<file path="config.mk">
export PLATFORM = sky130hd
export DESIGN_NAME = lifo_fifo_buf_flat
export DESIGN_NICKNAME = d
export VERILOG_FILES = /design/src/rtl/lifo_fifo_buf_if.sv /design/src/rtl/lifo_fifo_buf.sv /design/src/flat_wrapper.sv
export SDC_FILE = /design/constraint.sdc
export NUM_CORES = 1
export LEC_CHECK = 0
export ABC_AREA = 0
export CORE_MARGIN = 2
export CORE_UTILIZATION = 54
export DETAILED_ROUTE_END_ITERATION = 8
export GPL_TIMING_DRIVEN = 1
export PLACE_DENSITY = 0.76
export REMOVE_ABC_BUFFERS = 1
export SYNTH_ARGS = -nofsm -noshare
export SYNTH_HDL_FRONTEND = slang
export SYNTH_SLANG_ARGS = --single-unit
</file>
<file path="constraint.sdc">
create_clock -name clk -period 2.9 [get_ports clk]
set_input_delay 0.58 -clock clk [delete_from_list [all_inputs] [get_ports clk]]
set_output_delay 0.58 -clock clk [all_outputs]
set_load 0.01 [all_outputs]
</file>
<file path="src/rtl/lifo_fifo_buf_if.sv">
// Bundle of producer/consumer signals for lifo_fifo_buf.
//
// Handshake: there is no back-pressure. A write is a single-cycle wr_en strobe
// with data_in sampled on the same rising edge; a read is a single-cycle rd_en
// strobe, answered after that edge by data_out qualified with a one-cycle
// valid_out pulse. A strobe the buffer cannot honour is dropped, and the
// matching overflow/underflow pulse reports it. count and the empty/full/almost
// flags are the caller's way of avoiding dropped strobes.
interface lifo_fifo_buf_if #(
   parameter int WIDTH = 8,
   parameter int DEPTH = 16
);
   localparam int CW = $clog2(DEPTH + 1);

   logic             mode;
   logic             wr_en;
   logic [WIDTH-1:0] data_in;
   logic             rd_en;
   logic [WIDTH-1:0] data_out;
   logic             valid_out;
   logic [CW-1:0]    count;
   logic             empty;
   logic             full;
   logic             almost_empty;
   logic             almost_full;
   logic             overflow;
   logic             underflow;

   // Producer/consumer side.
   modport master (
      output mode, wr_en, data_in, rd_en,
      input  data_out, valid_out, count, empty, full,
             almost_empty, almost_full, overflow, underflow
   );

   // Buffer side.
   modport slave (
      input  mode, wr_en, data_in, rd_en,
      output data_out, valid_out, count, empty, full,
             almost_empty, almost_full, overflow, underflow
   );
endinterface

</file>
<file path="src/rtl/lifo_fifo_buf.sv">
// Register-array buffer with LIFO or FIFO ordering selected while empty.
// The storage is used circularly in both modes: FIFO reads at rd_ptr and
// writes at wr_ptr; LIFO treats the entry just below wr_ptr as the stack top.
// Because the stack is circular too, it works from whatever pointer position
// the previous mode left behind, so no pointer reset is needed on a mode swap.
module lifo_fifo_buf #(
   parameter int WIDTH     = 8,
   parameter int DEPTH     = 16,
   parameter int AFULL_TH  = DEPTH - 2,
   parameter int AEMPTY_TH = 2
) (
   input logic            clk,
   input logic            rst,
   lifo_fifo_buf_if.slave bus
);

   localparam int AW = (DEPTH > 1) ? $clog2(DEPTH) : 1;
   localparam int CW = $clog2(DEPTH + 1);
   localparam logic [AW-1:0] LAST_PTR = AW'(DEPTH - 1);
   localparam logic [CW-1:0] FULL_CNT = CW'(DEPTH);

   logic [WIDTH-1:0] mem [DEPTH];

   logic [AW-1:0]    wr_ptr, rd_ptr;
   logic [AW-1:0]    wr_ptr_nxt, rd_ptr_nxt;
   logic [AW-1:0]    top_ptr, rd_addr, wr_addr;
   logic [CW-1:0]    count_q, count_nxt;
   logic             mode_q;
   logic [WIDTH-1:0] data_q;
   logic             valid_q, ovf_q, udf_q;
   logic             is_empty, is_full;
   logic             rd_acc, wr_acc;

   function automatic logic [AW-1:0] ptr_inc(input logic [AW-1:0] p);
      return (p == LAST_PTR) ? '0 : p + AW'(1);
   endfunction

   function automatic logic [AW-1:0] ptr_dec(input logic [AW-1:0] p);
      return (p == '0) ? LAST_PTR : p - AW'(1);
   endfunction

   assign is_empty = (count_q == '0);
   assign is_full  = (count_q == FULL_CNT);

   // Accept/reject decisions, addresses and next pointer/count values.
   always_comb begin
      top_ptr    = ptr_dec(wr_ptr);
      rd_acc     = bus.rd_en && !is_empty;
      wr_acc     = bus.wr_en && (!is_full || rd_acc);
      rd_addr    = mode_q ? rd_ptr : top_ptr;
      wr_addr    = wr_ptr;
      wr_ptr_nxt = wr_ptr;
      rd_ptr_nxt = rd_ptr;
      count_nxt  = count_q;

      if (!mode_q) begin
         // LIFO: a combined read/write swaps the top in place.
         if (wr_acc && rd_acc) begin
            wr_addr = top_ptr;
         end else if (wr_acc) begin
            wr_ptr_nxt = ptr_inc(wr_ptr);
         end else if (rd_acc) begin
            wr_ptr_nxt = top_ptr;
         end
      end else begin
         if (wr_acc) wr_ptr_nxt = ptr_inc(wr_ptr);
         if (rd_acc) rd_ptr_nxt = ptr_inc(rd_ptr);
      end

      // When empty, the oldest entry is wherever the next write lands; keeping
      // rd_ptr aligned here makes a switch into FIFO mode start consistently.
      if (is_empty) rd_ptr_nxt = wr_ptr;

      if (wr_acc && !rd_acc) begin
         count_nxt = count_q + CW'(1);
      end else if (rd_acc && !wr_acc) begin
         count_nxt = count_q - CW'(1);
      end
   end

   // Control state, read data and one-cycle status pulses.
   always_ff @(posedge clk or posedge rst) begin
      if (rst) begin
         count_q <= '0;
         wr_ptr  <= '0;
         rd_ptr  <= '0;
         mode_q  <= 1'b0;
         data_q  <= '0;
         valid_q <= 1'b0;
         ovf_q   <= 1'b0;
         udf_q   <= 1'b0;
      end else begin
         count_q <= count_nxt;
         wr_ptr  <= wr_ptr_nxt;
         rd_ptr  <= rd_ptr_nxt;
         if (is_empty) mode_q <= bus.mode;
         if (rd_acc) data_q <= mem[rd_addr];
         valid_q <= rd_acc;
         ovf_q   <= bus.wr_en && !wr_acc;
         udf_q   <= bus.rd_en && is_empty;
      end
   end

   // Storage array; contents survive reset by design.
   always_ff @(posedge clk) begin
      if (wr_acc) mem[wr_addr] <= bus.data_in;
   end

   assign bus.data_out     = data_q;
   assign bus.valid_out    = valid_q;
   assign bus.overflow     = ovf_q;
   assign bus.underflow    = udf_q;
   assign bus.count        = count_q;
   assign bus.empty        = is_empty;
   assign bus.full         = is_full;
   assign bus.almost_full  = (int'(count_q) >= AFULL_TH);
   assign bus.almost_empty = (int'(count_q) <= AEMPTY_TH);

endmodule

</file>
<file path="src/flat_wrapper.sv">
// flat-port wrapper written by rule: the top's interface ports become plain ports
module lifo_fifo_buf_flat 
#(
   parameter int WIDTH     = 8,
   parameter int DEPTH     = 16,
   parameter int AFULL_TH  = DEPTH - 2,
   parameter int AEMPTY_TH = 2
)
  (clk, rst, bus_mode, bus_wr_en, bus_data_in, bus_rd_en, bus_data_out, bus_valid_out, bus_count, bus_empty, bus_full, bus_almost_empty, bus_almost_full, bus_overflow, bus_underflow);
  lifo_fifo_buf_if #(.WIDTH(WIDTH), .DEPTH(DEPTH)) bus_i ();
  input logic clk;
  input logic rst;
  input wire logic [$bits(bus_i.mode)-1:0] bus_mode;
  input wire logic [$bits(bus_i.wr_en)-1:0] bus_wr_en;
  input wire logic [$bits(bus_i.data_in)-1:0] bus_data_in;
  input wire logic [$bits(bus_i.rd_en)-1:0] bus_rd_en;
  output wire logic [$bits(bus_i.data_out)-1:0] bus_data_out;
  output wire logic [$bits(bus_i.valid_out)-1:0] bus_valid_out;
  output wire logic [$bits(bus_i.count)-1:0] bus_count;
  output wire logic [$bits(bus_i.empty)-1:0] bus_empty;
  output wire logic [$bits(bus_i.full)-1:0] bus_full;
  output wire logic [$bits(bus_i.almost_empty)-1:0] bus_almost_empty;
  output wire logic [$bits(bus_i.almost_full)-1:0] bus_almost_full;
  output wire logic [$bits(bus_i.overflow)-1:0] bus_overflow;
  output wire logic [$bits(bus_i.underflow)-1:0] bus_underflow;
  assign bus_i.mode = bus_mode;
  assign bus_i.wr_en = bus_wr_en;
  assign bus_i.data_in = bus_data_in;
  assign bus_i.rd_en = bus_rd_en;
  assign bus_data_out = bus_i.data_out;
  assign bus_valid_out = bus_i.valid_out;
  assign bus_count = bus_i.count;
  assign bus_empty = bus_i.empty;
  assign bus_full = bus_i.full;
  assign bus_almost_empty = bus_i.almost_empty;
  assign bus_almost_full = bus_i.almost_full;
  assign bus_overflow = bus_i.overflow;
  assign bus_underflow = bus_i.underflow;
  lifo_fifo_buf #(.WIDTH(WIDTH), .DEPTH(DEPTH), .AFULL_TH(AFULL_TH), .AEMPTY_TH(AEMPTY_TH)) u_core (.clk(clk), .rst(rst), .bus(bus_i));
endmodule
</file>
==> results.toml <==
[run_status]
status = "complete, no violations"

[timing]
hold_viol = 0
whs_ps = 515.8
max_slew.worst_pin.slew_ps = 806.7
finalClockSkew_ps = 7.874
max_freq_ghz = 0.3527
setup_violations = 0
min_period_ps = 2835
rsz0062_at_grt = "false"
slew-limit-headroom_pct = 46.02
maxSlewViolCount = 0
finalCritPeriodShare_pct = 97.76
setup_slack_ps = 65.08

[clock_network]
clk_latency_ps = 430
htreeDepth = 4
clk_pin_slew_ps = 60
clockBufferDepth = 2
cts_buffers = 17
hold_buffers = 0
cts_sinks = 153
cts_tree = "built"
cts_root_buf = "clkbuf_16"

[power_and_ir_drop]
total_power_mw = 9.068
leakage_nw = 2.882
powerDensity_mw_per_mm2 = 1133
ir_drop_mv = 0.5906

[placed_design]
io_buffers = 32
gp_congestion = 0.9297
dp_hpwl_um = 9430
post-place-ws_ps = -117.6

[detailed_routing]
drt-total-wl_um = 15140
drtAntennaViolNets = 0
drcViolationCount = 0
dr.pass1.iters = 6
wl_per_cell_um = 21.44
viasPerCell = 6.207
num_vias = 4382
drtIter0Drc = 482

[setup_path]
cp_cell_sequence = "or4_4 -> nor2_2 -> buf_4 -> clkdlybuf4s50_1"
critPathRequiredTime_ps = 2320
max_stage_delay_ps = 570
crit_arrival_ps = 2250
crit_family = "buffers and inverters"
start_kind = "flip-flop"
crit_path_end_kind = "primary output"
cp_slowest_cell = "or4_4"
cp_max_fo = 11
crit_buf_inv = 2
worstSetupPathType = "reg2out"

[final_layout]
drive_above_1_share_pct = 18.60
n_antenna_cell = 0
nFillCells = 846
syn2layout_area_growth_pct = 20.71
fin_util_pct = 66.66
final_nets = 569

[synthesis]
yosysMostFrequentCell = "edfxtp_1"
synthTopCellsByArea = "edfxtp_1 58%, dfrtp_1 9.4%, mux4_2 3.7%"
yosysWarnings = 0
synth-edff-count = 128
async_flop_share_pct = 16.34
avgSynthCellArea_um2 = 14.08
ys_ff_latch = 153
yosysTopAreaCell = "edfxtp_1"
synth.yosys.seq_area_share_pct = 67.38
synth.top_cell.area_share_pct = 57.95
synth_common_cells = "128 x edfxtp_1, 38 x nand2_1, 34 x nor2_1, 25 x dfrtp_1"
syn_inst = 471
synth_cell_types = 50
netlist_area_mm2 = 0.006633
synthFlopType = "edfxtp_1"

[global_routing]
antenna_found_initial = 0
grt_max_degree = 51
globalRouteTotalUtil_pct = 24.62
grt_overflow = 0
grt_pass1_wl_um = 23980
grt_pass1_vias = 4390

[flow_run]
maxCapViolations = 0

[die]
io_pins = 33
die_y_um = 114.8
initial_core_util_pct = 55.22
core_mm2 = 0.01201
dieArea_mm2 = 0.01318
die_x_um = 114.8
num_rows = 40

[min_path]
hold_class = "in2async"
## stage by stage
stage / TNS [ps] / instance area (um2) / instances
after CTS: 0 / 8004 / 706
after floorplan: -25920 / 6497 / 444
after global routing: 0 / 8006 / 706
after detailed placement: -1407 / 7410 / 674
final: 0 / 8006 / 706
after global placement: -462.0 / 7410 / 674
## cell usage in the layout, fill, tap and decap left out, drive strengths merged, types with 14 or more instances in the layout
master	synthesis	layout
clkbuf	22	19
inv	13	20
o21ai	17	17
nand2	38	38
a311oi	18	18
a211oi	22	22
a21oi	20	20
nand3	22	22
clkdlybuf4s50	0	32
and3	19	19
mux4	14	14
dfrtp	25	25
buf	5	51
edfxtp	128	128
nor2	34	34
## kinds of logic (layout without fill, tap and decap cells)
logic type               after synthesis  in the layout  share of synthesized area [%]
AO/OA/AOI/OAI                        103            103                          10.92
XOR/XNOR                               6              6                         0.7923
adder cells (fa/ha/maj)               10             10                          2.000
buffers and inverters                 41            129                          2.830
flip-flops                           153            153                          67.38
multiplexers                          24             24                          6.508
AND/OR/NAND/NOR                      134            134                          9.564
## layer usage
metal	routed length [um]	track usage (%)	vias up
li1	-	-	1986
met1	6204	32.58	2184
met2	7532	39.80	182
met3	1056	5.904	30
met4	341	9.880	0
met5	0	0	-
## worst register-to-register path, delay by kind of cell (launching register included)
kind	cells	cell delay (ps)
and+or+nand+nor	4	1410
buffers and inverters	2	330
muxes	1	130
AOI/OAI and AO/OA	1	150
DFF	1	370
## where the power goes
group          switching, mW  internal [mW]  leakage (nW)
combinational           2.19           1.66          1.14
sequential             0.244           2.75          1.45
clock                  0.929           1.29         0.285
## final timing paths
path | from | endpoint | slack, ps | cells after the start
hold / removal | rst | u_core.bus.count[1] | 520 | 3
setup reg to reg | u_core.bus.count[3] | u_core.mem[14][7] | 140 | 8
setup / recovery | u_core.bus.count[3] | bus_empty | 70 | 4
max in group asynchronous | rst | u_core.bus.count[4] | 2130 | 3
hold reg to reg | u_core.bus.data_out[5] | u_core.bus.data_out[5] | 560 | 2
min in group clk | u_core.bus.data_out[5] | u_core.bus.data_out[5] | 560 | 2
## final cells by class
type	instances	area [um2]	area share [%]
Timing Repair Buffer	83	728.2	9.095
Clock buffer	19	432.9	5.407
Multi-Input combinational cell	277	1982	24.75
Inverter	14	52.55	0.6564
Sequential cell	153	4469	55.82
Clock inverter	13	157.7	1.969
Tap cell	147	183.9	2.297
## repair_timing
| action | in CTS | in global routing |
|---|---|---|
| endpoints found under the setup margin | 1 | 2 |
| setup buffers | 0 | 0 |
| resized for setup | 1 | 1 |
## sequential cells by signal (all words and copies together) (netlist names)
signal / count
u_core.mode_q: 1
u_core.bus.overflow: 1
u_core.bus.data_out: 8
u_core.bus.valid_out: 1
u_core.bus.underflow: 1
u_core.bus.count: 5
u_core.mem: 128
u_core.rd_ptr: 4
u_core.wr_ptr: 4
No activity file was read; power rests on OpenSTA's default activity.
